===== src/rtl/exec_pkg.sv =====
// rtl/exec_pkg.sv - shared types and constants for the execute stage
package exec_pkg;

  localparam int XLEN_DEF = 32;

  // RV32M funct3 encodings
  localparam logic [2:0] MD_MUL    = 3'b000;
  localparam logic [2:0] MD_MULH   = 3'b001;
  localparam logic [2:0] MD_MULHSU = 3'b010;
  localparam logic [2:0] MD_MULHU  = 3'b011;
  localparam logic [2:0] MD_DIV    = 3'b100;
  localparam logic [2:0] MD_DIVU   = 3'b101;
  localparam logic [2:0] MD_REM    = 3'b110;
  localparam logic [2:0] MD_REMU   = 3'b111;

  typedef enum logic [1:0] {IDLE, RUN, DONE} md_state_t;

  // one-hot ALU op bit positions
  localparam int ALU_W    = 11;
  localparam int ALU_ADD  = 0;
  localparam int ALU_SUB  = 1;
  localparam int ALU_SLL  = 2;
  localparam int ALU_SLT  = 3;
  localparam int ALU_SLTU = 4;
  localparam int ALU_XOR  = 5;
  localparam int ALU_SRL  = 6;
  localparam int ALU_SRA  = 7;
  localparam int ALU_OR   = 8;
  localparam int ALU_AND  = 9;
  localparam int ALU_LUI  = 10;

endpackage


===== src/rtl/alu.sv =====
// rtl/alu.sv - one-hot single-cycle integer ALU
module alu
  import exec_pkg::*;
#(
  parameter int XLEN = XLEN_DEF
) (
  input  logic [ALU_W-1:0] op_i,
  input  logic [XLEN-1:0]  a_i,
  input  logic [XLEN-1:0]  b_i,
  output logic [XLEN-1:0]  y_o
);

  localparam int SHW = $clog2(XLEN);

  logic [SHW-1:0] shamt;
  assign shamt = b_i[SHW-1:0];

  always_comb begin
    y_o = '0;
    if (op_i[ALU_ADD])  y_o = a_i + b_i;
    if (op_i[ALU_SUB])  y_o = a_i - b_i;
    if (op_i[ALU_SLL])  y_o = a_i << shamt;
    if (op_i[ALU_SLT])  y_o = {{(XLEN-1){1'b0}}, ($signed(a_i) < $signed(b_i))};
    if (op_i[ALU_SLTU]) y_o = {{(XLEN-1){1'b0}}, (a_i < b_i)};
    if (op_i[ALU_XOR])  y_o = a_i ^ b_i;
    if (op_i[ALU_SRL])  y_o = a_i >> shamt;
    if (op_i[ALU_SRA])  y_o = $unsigned($signed(a_i) >>> shamt);
    if (op_i[ALU_OR])   y_o = a_i | b_i;
    if (op_i[ALU_AND])  y_o = a_i & b_i;
    if (op_i[ALU_LUI])  y_o = b_i;
  end

endmodule


===== src/rtl/mul_div_iter.sv =====
// rtl/mul_div_iter.sv - iterative RV32M multiply/divide, one bit per cycle
module mul_div_iter
  import exec_pkg::*;
#(
  parameter int XLEN = XLEN_DEF
) (
  input  logic            clk,
  input  logic            reset,
  input  logic            start,
  input  logic [2:0]      op,
  input  logic [XLEN-1:0] a,
  input  logic [XLEN-1:0] b,
  input  logic            flush,
  input  logic            consume,
  output logic            busy,
  output logic            done,
  output logic [XLEN-1:0] res
);

  localparam int CW = $clog2(XLEN) + 1;
  localparam logic [XLEN-1:0] MOST_NEG = {1'b1, {(XLEN-1){1'b0}}};

  md_state_t         state_q, state_d;
  logic [2*XLEN-1:0] acc_q, acc_d;
  logic [XLEN-1:0]   dvs_q, dvs_d;
  logic [CW-1:0]     cnt_q, cnt_d;
  logic [2:0]        op_q, op_d;
  logic              qneg_q, qneg_d, rneg_q, rneg_d;
  logic [XLEN-1:0]   res_q, res_d;

  logic            a_neg, b_neg, ovf;
  logic [XLEN-1:0] a_mag, b_mag;

  assign a_neg = op[2] ? (!op[0] && a[XLEN-1])
                       : ((op == MD_MULH || op == MD_MULHSU) && a[XLEN-1]);
  assign b_neg = op[2] ? (!op[0] && b[XLEN-1]) : ((op == MD_MULH) && b[XLEN-1]);
  assign a_mag = a_neg ? ('0 - a) : a;
  assign b_mag = b_neg ? ('0 - b) : b;
  assign ovf   = op[2] && !op[0] && (a == MOST_NEG) && (b == '1);

  // Multiply: multiplier in low half, shift-add into high half.
  // Divide: remainder in high half, quotient bits shift in from the bottom.
  logic [XLEN:0]     mul_sum, div_trial;
  logic [2*XLEN-1:0] acc_step, prod;
  logic [XLEN-1:0]   fix_res;

  always_comb begin
    mul_sum   = {1'b0, acc_q[2*XLEN-1:XLEN]} + {1'b0, dvs_q};
    div_trial = acc_q[2*XLEN-1:XLEN-1] - {1'b0, dvs_q};
    if (op_q[2]) begin
      acc_step = div_trial[XLEN] ? {acc_q[2*XLEN-2:0], 1'b0}
                                 : {div_trial[XLEN-1:0], acc_q[XLEN-2:0], 1'b1};
    end else begin
      acc_step = acc_q[0] ? {mul_sum, acc_q[XLEN-1:1]} : {1'b0, acc_q[2*XLEN-1:1]};
    end
  end

  always_comb begin
    prod = qneg_q ? ('0 - acc_step) : acc_step;
    case (op_q)
      MD_MUL:                       fix_res = prod[XLEN-1:0];
      MD_MULH, MD_MULHSU, MD_MULHU: fix_res = prod[2*XLEN-1:XLEN];
      MD_DIV, MD_DIVU:              fix_res = qneg_q ? ('0 - acc_step[XLEN-1:0]) : acc_step[XLEN-1:0];
      default:                      fix_res = rneg_q ? ('0 - acc_step[2*XLEN-1:XLEN])
                                                     : acc_step[2*XLEN-1:XLEN];
    endcase
  end

  always_comb begin
    state_d = state_q;
    acc_d   = acc_q;
    dvs_d   = dvs_q;
    cnt_d   = cnt_q;
    op_d    = op_q;
    qneg_d  = qneg_q;
    rneg_d  = rneg_q;
    res_d   = res_q;
    busy    = 1'b0;
    case (state_q)
      IDLE: begin
        if (start) begin
          busy   = 1'b1;
          op_d   = op;
          cnt_d  = '0;
          qneg_d = a_neg ^ b_neg;
          rneg_d = a_neg;
          if (op[2]) begin
            acc_d = {{XLEN{1'b0}}, a_mag};
            dvs_d = b_mag;
            if (b == '0) begin
              res_d   = op[1] ? a : '1;
              state_d = DONE;
            end else if (ovf) begin
              res_d   = op[1] ? '0 : a;
              state_d = DONE;
            end else begin
              state_d = RUN;
            end
          end else begin
            acc_d   = {{XLEN{1'b0}}, b_mag};
            dvs_d   = a_mag;
            state_d = RUN;
          end
        end
      end
      RUN: begin
        busy  = 1'b1;
        acc_d = acc_step;
        cnt_d = cnt_q + CW'(1);
        if (cnt_q == CW'(XLEN-1)) begin
          res_d   = fix_res;
          state_d = DONE;
        end
      end
      DONE: begin
        if (consume) state_d = IDLE;
      end
      default: state_d = IDLE;
    endcase
    if (flush) state_d = IDLE;
  end

  always_ff @(posedge clk) begin
    if (reset) begin
      state_q <= IDLE;
      acc_q   <= '0;
      dvs_q   <= '0;
      cnt_q   <= '0;
      op_q    <= '0;
      qneg_q  <= 1'b0;
      rneg_q  <= 1'b0;
      res_q   <= '0;
    end else begin
      state_q <= state_d;
      acc_q   <= acc_d;
      dvs_q   <= dvs_d;
      cnt_q   <= cnt_d;
      op_q    <= op_d;
      qneg_q  <= qneg_d;
      rneg_q  <= rneg_d;
      res_q   <= res_d;
    end
  end

  assign done = (state_q == DONE);
  assign res  = res_q;

endmodule


===== src/rtl/execute_stage_md.sv =====
// rtl/execute_stage_md.sv - execute stage with forwarding, ALU and iterative mul/div
module execute_stage_md
  import exec_pkg::*;
#(
  parameter int XLEN     = XLEN_DEF,
  parameter int FWD_SRCS = 2,
  parameter int SIDE_W   = 11
) (
  input  logic                     clk,
  input  logic                     reset,
  input  logic                     in_valid,
  output logic                     in_ready,
  input  logic                     flush,
  input  logic                     stall_i,
  input  logic                     is_md,
  input  logic [2:0]               md_op,
  input  logic [ALU_W-1:0]         alu_op,
  input  logic                     src1_is_pc,
  input  logic                     src2_is_4,
  input  logic                     src2_is_imm,
  input  logic [XLEN-1:0]          imm,
  input  logic [XLEN-1:0]          rs1_data,
  input  logic [XLEN-1:0]          rs2_data,
  input  logic [XLEN-1:0]          pc,
  input  logic [SIDE_W-1:0]        side_i,
  input  logic [FWD_SRCS-1:0]      fwd_sel1,
  input  logic [FWD_SRCS-1:0]      fwd_sel2,
  input  logic [FWD_SRCS*XLEN-1:0] fwd_data,
  output logic                     out_valid,
  output logic [XLEN-1:0]          result,
  output logic [XLEN-1:0]          store_data,
  output logic [XLEN-1:0]          pc_o,
  output logic [SIDE_W-1:0]        side_o,
  output logic                     busy
);

  logic              valid_q, valid_d, load;
  logic              is_md_q, src1_is_pc_q, src2_is_4_q, src2_is_imm_q;
  logic [2:0]        md_op_q;
  logic [ALU_W-1:0]  alu_op_q;
  logic [XLEN-1:0]   imm_q, rs1_q, rs2_q, pc_q;
  logic [SIDE_W-1:0] side_q;

  logic            md_busy, md_done;
  logic [XLEN-1:0] md_res, alu_y;
  logic [XLEN-1:0] rs1_res, rs2_res, src1, src2;

  assign in_ready = !md_busy && !stall_i;
  assign load     = in_valid && in_ready && !flush;

  always_comb begin
    valid_d = valid_q;
    if (flush)         valid_d = 1'b0;
    else if (in_ready) valid_d = in_valid;
  end

  always_ff @(posedge clk) begin
    if (reset) begin
      valid_q       <= 1'b0;
      is_md_q       <= 1'b0;
      md_op_q       <= '0;
      alu_op_q      <= '0;
      src1_is_pc_q  <= 1'b0;
      src2_is_4_q   <= 1'b0;
      src2_is_imm_q <= 1'b0;
      imm_q         <= '0;
      rs1_q         <= '0;
      rs2_q         <= '0;
      pc_q          <= '0;
      side_q        <= '0;
    end else begin
      valid_q <= valid_d;
      if (load) begin
        is_md_q       <= is_md;
        md_op_q       <= md_op;
        alu_op_q      <= alu_op;
        src1_is_pc_q  <= src1_is_pc;
        src2_is_4_q   <= src2_is_4;
        src2_is_imm_q <= src2_is_imm;
        imm_q         <= imm;
        rs1_q         <= rs1_data;
        rs2_q         <= rs2_data;
        pc_q          <= pc;
        side_q        <= side_i;
      end
    end
  end

  // Walk from the oldest source down so the lowest set index wins.
  always_comb begin
    rs1_res = rs1_q;
    rs2_res = rs2_q;
    for (int k = FWD_SRCS - 1; k >= 0; k--) begin
      if (fwd_sel1[k]) rs1_res = fwd_data[k*XLEN +: XLEN];
      if (fwd_sel2[k]) rs2_res = fwd_data[k*XLEN +: XLEN];
    end
  end

  assign src1 = src1_is_pc_q ? pc_q : rs1_res;
  assign src2 = src2_is_4_q ? XLEN'(4) : (src2_is_imm_q ? imm_q : rs2_res);

  alu #(.XLEN(XLEN)) u_alu (
    .op_i (alu_op_q),
    .a_i  (src1),
    .b_i  (src2),
    .y_o  (alu_y)
  );

  mul_div_iter #(.XLEN(XLEN)) u_md (
    .clk     (clk),
    .reset   (reset),
    .start   (valid_q && is_md_q),
    .op      (md_op_q),
    .a       (rs1_res),
    .b       (rs2_res),
    .flush   (flush),
    .consume (!stall_i),
    .busy    (md_busy),
    .done    (md_done),
    .res     (md_res)
  );

  assign busy       = md_busy;
  assign out_valid  = valid_q && (!is_md_q || md_done);
  assign result     = is_md_q ? md_res : alu_y;
  assign store_data = rs2_res;
  assign pc_o       = pc_q;
  assign side_o     = side_q;

endmodule


===== config.mk =====
export PLATFORM = sky130hd
export DESIGN_NAME = execute_stage_md
export DESIGN_NICKNAME = d
export VERILOG_FILES = /design/src/rtl/exec_pkg.sv /design/src/rtl/alu.sv /design/src/rtl/mul_div_iter.sv /design/src/rtl/execute_stage_md.sv
export SDC_FILE = /design/constraint.sdc
export NUM_CORES = 2
export LEC_CHECK = 0
export ABC_AREA = 0
export BUFFER_PORTS_ARGS = -buffer_cell sky130_fd_sc_hd__buf_2
export CAP_MARGIN = 15
export CELL_PAD_IN_SITES_DETAIL_PLACEMENT = 0
export CELL_PAD_IN_SITES_GLOBAL_PLACEMENT = 1
export CORE_UTILIZATION = 40
export DETAILED_ROUTE_END_ITERATION = 8
export GPL_TIMING_DRIVEN = 0
export PLACE_DENSITY_LB_ADDON = 0.1
export SETUP_SLACK_MARGIN = 0.15
export SYNTH_ARGS = -nofsm -noshare
export SYNTH_HDL_FRONTEND = slang
export SYNTH_SLANG_ARGS = --single-unit

===== constraint.sdc =====
create_clock -name clk -period 5.1 [get_ports clk]
set_input_delay 0.255 -clock clk [delete_from_list [all_inputs] [get_ports clk]]
set_output_delay 0.255 -clock clk [all_outputs]
set_load 0.05 [all_outputs]

==> run metrics <==
Critical Path End=result[20]; Via density=6.564; most common cell after layout, fill and taps aside=nand2_1; cell repeated most along the worst path=buf_6; fmax=0.1739 GHz; Crit Path Category=reg -> out; vias in the first global route=39930; RSZ-0062 raised after global routing=yes; Worst R2R Start=u_md.dvs_q[0]; CP max stage delay=roughly 570 ps; core area=slightly above 0.08 mm^2; critical path arrival=5490 ps; min-delay worst type=in -> reg; RR Endpoint=u_md.res[26]; most frequent cells in the layout=nand2_1, a21oi_1, nor2_1; Crit. Startpoint=rs2_q[1]; endpoints failing setup=31; Mapped Avg Cell Area=a little under 7 um^2; Post-synth EDFFs=0; Die Y=roughly 290 um; Rows=105; DP HPWL=164.8 mm; PnR Total Power=slightly below 10 mW; failing checks=design-rule violations, negative setup slack; crit-path max FO=4; PD cells=roughly 220 mW/mm^2; initial antenna violation count=10; antenna viol nets, final=0; post-synth cell types=117; CTS tree=yes; pin count of the biggest net entering global routing=20; number of remaining DRC errors=2; ys async rst share=0; met1 Usage GRT=0.6101; share of post-route cells with drive strength above 1=0.2350; Placed Instance Area=0.03690 mm^2; Nets=5893; CP bufs+invs=8; worst-margin pin slew=between 1000 and 1500 ps; CP max stage cell=o41ai_4; Overall Global Routing Usage=0.4764; Crit path depth=26; outcome=finished, violations left; Synth Net Count=approximately 5200; Initial Utilization=0.4049; IO Pins=340; Placer Congestion=around 1.1; Seq cells post-synth=between 200 and 300; total wire length=212.1 mm; met2 GRT Util=0.6981; global-route wire length before repair=292.9 mm; GR met3 Demand/Resource=0.1598; Worst slew margin=0.04972; wire length per cell=32.19 um; delay-heaviest family, CP=compound AO/OA/AOI/OAI gates; gate count after technology mapping=4795; final hold vios=0; Die W=290.3 um; Cell Area, Synth=0.03324 mm^2; clock buffer depth=3; root buffer cell=clkbuf_16; htree depth=2; Non-Filler Instances=6589; Placed Cells=6206; # clock sinks=~300; final worst setup slack=-650.0 ps; 1st-iter DRT viols=5733; CTS clk-pin slew, worst paths=70 ps; total leakage power=roughly 18 nW; peak supply drop=approximately 0.00024 V; Seq/Total Area, Yosys=0.1801; via count=between 40000 and 50000; Design Area, Final=between 0.04 and 0.05 mm^2; clock period minus worst slack=5750 ps; Congestion Overflow GR=0; element type at the critical path start=register; CP required=4850 ps; setup TNS=-13540 ps; synth warn=0; Setup Skew=between 20 and 30 ps; Die Area=0.08427 mm^2; Port Buffers=approximately 340; period utilization=1.127; Clock Latency Late Sink=600 ps; Worst Setup End Kind=primary output; R2R setup slack=20 ps; filler cell count=8139; Place WS=-3046 ps; busiest layer in global routing=met2; Max-Cap Viols=0; Primary FF master, synth=dfxtp_1; max-slew violations=0; Area Growth Syn to Fin=34.51%; cts bufs inserted=36; DRT Pass-1 Iters=9; worst r2r path cells=24
-- timing repair --
item	in CTS	in global routing
resized for setup	626	261
pin swaps	170	138
buffers inserted	111	53
hold buffers	152	0
gates cloned	1	1
endpoints found under the setup margin	76	62
hold endpoints to repair	152	0
-- routing by layer --
metal | wire length, um | up-vias | part of all wire
met5 | 74 | - | 0.00035
met4 | 14350 | 10 | 0.068
met3 | 26730 | 680 | 0.13
met2 | 86970 | 2991 | 0.41
met1 | 84010 | 20760 | 0.40
li1 | - | 18810 | -
-- synthesized netlist by cell type (47+ instances only) --
library cell | number | area, um^2
dfxtp_1 | 299 | 5986
a211oi_1 | 103 | 773.2
o21a_1 | 55 | 412.9
nor2_1 | 395 | 1483
o211ai_1 | 59 | 442.9
clkbuf_1 | 275 | 1032
mux2_2 | 53 | 596.8
a21o_1 | 51 | 382.9
inv_1 | 182 | 683.2
xnor2_1 | 129 | 1130
nor3_1 | 101 | 505.5
buf_2 | 47 | 235.2
ha_1 | 167 | 2090
a31oi_1 | 72 | 450.4
nand2_1 | 767 | 2879
xor2_1 | 58 | 508.0
o21ai_0 | 204 | 1021
a22oi_1 | 50 | 375.4
a21oi_1 | 572 | 2863
mux2i_1 | 234 | 2342
nand3_1 | 75 | 375.4
-- kinds of logic after synthesis --
| family | share of synthesized area |
|---|---|
| simple gates | 0.2242 |
| mux | 0.09112 |
| flops | 0.1801 |
| fa+ha+maj | 0.07490 |
| buf+inv | 0.06579 |
| xor+xnor | 0.04927 |
| compound gates | 0.3146 |
-- final cells by class --
cell class,instances,area (um^2),share of cell area
multi-input cells,3945,28300,0.6329
flip-flops and latches,299,6057,0.1355
repair buffers,660,4875,0.1090
plain buffers,361,2205,0.04930
well taps,1070,1339,0.02994
clock buffers,48,1016,0.02272
inverters,189,729.5,0.01631
clock inverters,14,187.7,0.004197
diodes,3,7.507,0.0001679
-- where the power goes --
| group | internal [mW] | total [mW] | switching [mW] |
|---|---|---|---|
| Combinational | 1.57 | 4.60 | 3.03 |
| Sequential | 2.37 | 2.42 | 0.0437 |
| Clock | 1.56 | 2.76 | 1.20 |
-- metrics by stage --
step / hold slack [ps] / utilization
after floorplan: 332.0 / -
after global placement: 440.0 / 0.4487
after detailed placement: 443.6 / 0.4494
after CTS: 4.467 / 0.5249
after global routing: 14.84 / 0.5445
final: 10.89 / 0.5446
-- sequential cells by signal, indices dropped and copies added, names as in the netlist, 2 cells and up --
register	cells
u_md.res	32
alu_op_q	11
imm_q	32
u_md.op_q	3
u_md.dvs_q	32
pc_o	32
u_md.state_q	2
side_o	11
rs2_q	32
u_md.acc_q	64
u_md.cnt_q	6
rs1_q	32
md_op_q	3
-- how the worst min path moves through the flow --
stage                          from         endpoint  slack (ps)  cells past startpoint
final                       imm[16]        imm_q[16]          10                      3
after detailed placement  side_o[3]        side_o[3]         440                      2
after global placement    side_o[4]        side_o[4]         440                      2
after floorplan               flush  u_md.state_q[0]         330                      1
after CTS                   imm[16]        imm_q[16]           4                      3
after global routing        imm[16]        imm_q[16]          10                      3
-- worst reg2reg max path, stage by stage (launching register included) --
cell and delay (ps):
dfxtp_2 420, ha_4 180, inv_2 40, fa_2 370
a211oi_4 310, o211ai_4 120, a22o_4 270, o211a_4 280
nor3_4 160, buf_6 140, nor2_4 40, buf_12 140
a21oi_4 150, ha_4 180, o2111ai_4 140, nor4_4 230
nand3_2 150, buf_4 180, buf_6 110, buf_6 130
o31ai_1 290, xnor2_1 120, a21oi_1 370, o221ai_1 240
a22o_1 240
Power figures use the tool's default switching activity.
